<file path="src/rtl/uart_rx.sv">
// 8N1 UART receiver: synchronises uart_rxd, finds start edges and samples each bit at its centre.
// states: IDLE wait for fall | START verify mid-start | DATA shift payload | STOP check stop bit
module uart_rx #(
  parameter int BIT_RATE     = 9600,
  parameter int PAYLOAD_BITS = 8,
  parameter int CLK_HZ       = 20_000_000
) (
  input  logic                    clk,
  input  logic                    rst_n,
  input  logic                    uart_rxd,
  input  logic                    uart_rx_en,
  output logic                    uart_rx_busy,
  output logic                    uart_rx_valid,
  output logic [PAYLOAD_BITS-1:0] uart_rx_data,
  output logic                    uart_rx_frame_err
);

  localparam int CPB  = CLK_HZ / BIT_RATE;
  localparam int HALF = CPB / 2;
  localparam int CW   = $clog2(CPB + 1);
  localparam int IW   = (PAYLOAD_BITS > 1) ? $clog2(PAYLOAD_BITS) : 1;

  localparam logic [CW-1:0] HALF_M1  = CW'(HALF - 1);
  localparam logic [CW-1:0] CPB_M1   = CW'(CPB - 1);
  localparam logic [IW-1:0] LAST_IDX = IW'(PAYLOAD_BITS - 1);

  typedef enum logic [1:0] {
    S_IDLE  = 2'd0,
    S_START = 2'd1,
    S_DATA  = 2'd2,
    S_STOP  = 2'd3
  } state_t;

  state_t                  r_state;
  state_t                  w_next;
  logic                    r_rxd_s1;
  logic                    r_rxd_s;
  logic                    r_rxd_d;
  logic [CW-1:0]           r_cyc;
  logic [IW-1:0]           r_idx;
  logic [PAYLOAD_BITS-1:0] r_shift;
  logic                    r_valid;
  logic                    r_ferr;
  logic [PAYLOAD_BITS-1:0] r_data;

  logic w_fall;
  logic w_shift_en;
  logic w_restart;
  logic w_load;
  logic w_ferr;

  assign w_fall = r_rxd_d & ~r_rxd_s;

  always_ff @(posedge clk or negedge rst_n) begin
    if (!rst_n) begin
      r_rxd_s1 <= 1'b1;
      r_rxd_s  <= 1'b1;
      r_rxd_d  <= 1'b1;
    end else begin
      r_rxd_s1 <= uart_rxd;
      r_rxd_s  <= r_rxd_s1;
      r_rxd_d  <= r_rxd_s;
    end
  end

  always_comb begin
    w_next     = r_state;
    w_shift_en = 1'b0;
    w_restart  = 1'b0;
    w_load     = 1'b0;
    w_ferr     = 1'b0;
    if (!uart_rx_en) begin
      w_next = S_IDLE;
    end else begin
      case (r_state)
        S_IDLE: begin
          if (w_fall) w_next = S_START;
        end
        S_START: begin
          if (r_cyc == HALF_M1) w_next = r_rxd_s ? S_IDLE : S_DATA;
        end
        S_DATA: begin
          if (r_cyc == CPB_M1) begin
            w_shift_en = 1'b1;
            w_restart  = 1'b1;
            if (r_idx == LAST_IDX) w_next = S_STOP;
          end
        end
        S_STOP: begin
          if (r_cyc == CPB_M1) begin
            w_next = S_IDLE;
            if (r_rxd_s) w_load = 1'b1;
            else         w_ferr = 1'b1;
          end
        end
        default: w_next = S_IDLE;
      endcase
    end
  end

  // Counter and index clear on every state change, so each state times from its own entry.
  always_ff @(posedge clk or negedge rst_n) begin
    if (!rst_n) begin
      r_state <= S_IDLE;
      r_cyc   <= '0;
      r_idx   <= '0;
      r_shift <= '0;
      r_valid <= 1'b0;
      r_ferr  <= 1'b0;
      r_data  <= '0;
    end else begin
      r_state <= w_next;
      if (w_next != r_state) begin
        r_cyc <= '0;
        r_idx <= '0;
      end else if (w_restart) begin
        r_cyc <= '0;
        r_idx <= r_idx + 1'b1;
      end else if (r_state != S_IDLE) begin
        r_cyc <= r_cyc + 1'b1;
      end
      if (w_shift_en) r_shift[r_idx] <= r_rxd_s;
      r_valid <= w_load;
      r_ferr  <= w_ferr;
      if (w_load) r_data <= r_shift;
    end
  end

  assign uart_rx_busy      = (r_state != S_IDLE);
  assign uart_rx_valid     = r_valid;
  assign uart_rx_frame_err = r_ferr;
  assign uart_rx_data      = r_data;

endmodule

</file>
<file path="config.mk">
export PLATFORM = sky130hd
export DESIGN_NAME = uart_rx
export DESIGN_NICKNAME = d
export VERILOG_FILES = /design/src/rtl/uart_rx.sv
export SDC_FILE = /design/constraint.sdc
export NUM_CORES = 1
export LEC_CHECK = 0
export ABC_AREA = 1
export BUFFER_PORTS_ARGS = -buffer_cell sky130_fd_sc_hd__buf_4
export CELL_PAD_IN_SITES_DETAIL_PLACEMENT = 2
export CELL_PAD_IN_SITES_GLOBAL_PLACEMENT = 2
export CORE_MARGIN = 2
export CORE_UTILIZATION = 41
export CTS_BUF_LIST = sky130_fd_sc_hd__clkbuf_8
export DETAILED_ROUTE_END_ITERATION = 10
export PLACE_DENSITY = 0.92
export SETUP_SLACK_MARGIN = 0.4
export SLEW_MARGIN = 25
export SYNTH_ARGS = -nofsm -noshare
export SYNTH_HDL_FRONTEND = slang
export SYNTH_SLANG_ARGS = --single-unit
export TNS_END_PERCENT = 20
</file>
<file path="constraint.sdc">
create_clock -name clk -period 4.5 [get_ports clk]
set_input_delay 0.225 -clock clk [delete_from_list [all_inputs] [get_ports clk]]
set_output_delay 0.225 -clock clk [all_outputs]
set_load 0.005 [all_outputs]
</file>
==> metrics.cfg <==
[setup_path]
rrSetupSlack_ns=2.30
worst_setup_path_end_kind=register
crit_buf_inv=1
slowest_stage=dfrtp_1
cp.arrival_ns=2.41
r2r_start=r_cyc[0]
reg2reg_depth=12
crit_path_cell_trace=inv_1 -> ha_1 -> nand3_2 -> nor2_1 -> nand2_1 -> nand2_2 -> nand3_2 -> nand2_2 -> nand2_1 -> nand2_2 -> nand2_1 -> nor3_1
critPathKind=reg -> reg
worstPathRequired_ns=4.71
crit_path_start_kind=register
slowest_delay_ns=0.41
reg2reg_to=r_idx[0]
crit_fanout=13
crit_family=simple AND/OR/NAND/NOR gates

[clock_tree]
post-cts-setup-buffers=0
clkLatencyLatePin_ns=0.30
hold_buffers=1
cts_buffers=5
htree_levels=2
root_buffer=clkbuf_8
cts.path.max_buffers=2
clock_sinks=38
ctsResizeCount=0
clkTransAtPathRegs_ns=0.08
cts_tree=yes

[routing]
routed_via_density=5.39
wirelength_um=6560
drt_iter0_markers=127
drt_pass1_iterations=7
wl_per_cell_um=19.1
drc=0
num_vias=1853
ant_nets=0

[placed_design]
dpl.hpwl_um=4200
port_buffers=14
place.gp.congestion=0.777

[synth]
ys_seq_elements=38
post-synth-top-count-cell=nand2_1
synth_flop_cell=dfrtp_1
synthTopCellsByCount=nand2_1 (72), dfrtp_1 (35), inv_1 (33)
async_reset_ff_share_pct=100
synth_area_leaders=dfrtp_1 (41%), nand2_1 (13%), inv_1 (5.9%)
seq_area_frac_synth_pct=45.1
ys_types=29
syn_inst=256
yosys_warnings=0
synth_top_cell_by_area=dfrtp_1
synth-edff-count=0
syn_area_per_cell_um2=8.26
syn_area_mm2=0.00212
synth_top_cell_area_share_pct=41.4
synth_nets=265

[floorplan]
die_area_mm2=0.00575
initial_utilization_pct=42.0
ios=15
dieHeight_um=75.8
die_w_um=75.8
coreArea_mm2=0.00504
std_cell_rows=26

[power]
p_leak_nw=1.33
peakVddDrop_v=0.000244
power.density_mw_per_mm2=365

[timing]
skew_ns=0.00698
fmax_ghz=0.455
slew_headroom_pct=58.2
hold_violations=0
maxSlewViolCount=0
period_share_pct=48.9
tns_ns=0
layout_min_cycle_time_ns=2.20
grt_setup_unrepaired=false
setup_viol=0
worst_pin_slew_ns=0.623

[cells_and_area]
drive_gt1_share_pct=17.9
nets=282
regArea_um2=955
multiInputGateArea_um2=972
fin_util_pct=47.9
fill_cells=567
area_growth_pct=14.1
antenna_cells=0

[grt]
grt-busiest-layer=met2
grt_pass1_wl_um=10500
met2_usage_pct=44.3
grt_antenna_before_repair=0
grt_util_met1_pct=30.3
grt.overflow.total=0
grt_util_all_layers_pct=25.3
use_met3_pct=5.29
grt_pass1_vias=2000
grt_max_degree=39

[min_path]
min-delay-start=uart_rxd
holdCritPathClass=in -> reg
holdPathEnd=r_rxd_s1
hold-path-cell-count=1

[run_status]
status=finished clean

[job]
drv_cap=0

-- per-layer routing --
layer	routed length, um	vias up	part of all wire (%)
met5	0	-	0
met4	131	0	2.0
met3	198	14	3.0
met2	3410	35	52
met1	2820	949	43
li1	-	855	-
-- area by class of cell --
type	instances	share of cell area (%)
Multi-Input combinational cell	175	40.3
Sequential cell	38	39.6
Inverter	38	6.07
Timing Repair Buffer	15	4.77
Tap cell	70	3.63
Clock buffer	5	2.85
Clock inverter	3	2.85
-- cells in the final DEF (no fill, tap or decap) --
cell type      Yosys  routed
xnor2_1            1       1
buf_4              2      14
nor3_1             2       2
nand3_2            3       3
dfrtp_1           35      35
xor2_1             8       8
clkinv_2           1       1
nor2_8             1       1
a21oi_1           10      10
nor2_1            21      21
inv_2              3       3
dfstp_2            3       3
a31oi_1            8       8
nor2_2             1       1
inv_4              1       1
nand2_2            6       6
nand3_1            9       9
a31o_2             1       1
nor2_4             3       3
nand4_4            1       1
nand2_1           72      72
nand4_1           18      18
clkinv_4           0       1
nor4_4             1       1
nor4_1             2       2
inv_1             33      33
clkbuf_8           0       5
bufinv_16          0       2
ha_1               5       5
dlygate4sd3_1      0       1
nand2_4            2       2
-- worst max path at each step --
stage,from,to,cells past startpoint
global placement,r_cyc[0],r_idx[1],12
global route,r_cyc[0],r_idx[0],12
finish,r_cyc[0],r_idx[0],12
floorplan,r_cyc[0],r_cyc[10],12
CTS,r_cyc[0],r_idx[0],12
detailed placement,r_cyc[0],r_idx[0],12
-- cell families (layout without fill, tap and decap cells) --
group                    after synthesis  count (layout)  synth area share (%)
buffers and inverters                 43              61                  8.93
AND/OR/NAND/NOR                      142             142                  34.1
XOR/XNOR                               9               9                  3.73
AO/OA/AOI/OAI                         19              19                  5.15
flip-flops                            38              38                  45.1
adder cells (fa/ha/maj)                5               5                  2.96
-- power by group --
part | internal (mW) | total [mW] | switching, mW
Combinational | 0.0368 | 0.149 | 0.112
Sequential | 0.354 | 0.371 | 0.0168
Clock | 0.222 | 0.360 | 0.138
Total | 0.613 | 0.881 | 0.267
-- stage by stage --
stage                     hold slack (ns)  cell area [um^2]  setup WS (ns)  cells  total power [mW]
final                              0.0250              2410           2.30    344             0.881
after floorplan                   -0.0706              2120           2.81    256             0.486
after global placement              0.223              2270           2.51    335             0.516
after detailed placement            0.230              2270           2.31    335             0.524
after global routing               0.0212              2410           2.12    344             0.917
after CTS                          0.0180              2410           2.28    344             0.887
-- state kept, by name (all words and copies together) (netlist names) --
| register | count |
|---|---|
| r_cyc | 12 |
| r_idx | 3 |
| r_rxd_d | 1 |
| r_rxd_s | 1 |
| r_rxd_s1 | 1 |
| r_shift | 8 |
| r_state | 2 |
| uart_rx_data | 8 |
| uart_rx_frame_err | 1 |
| uart_rx_valid | 1 |
Note: power is estimated with default switching activity, not from simulation.
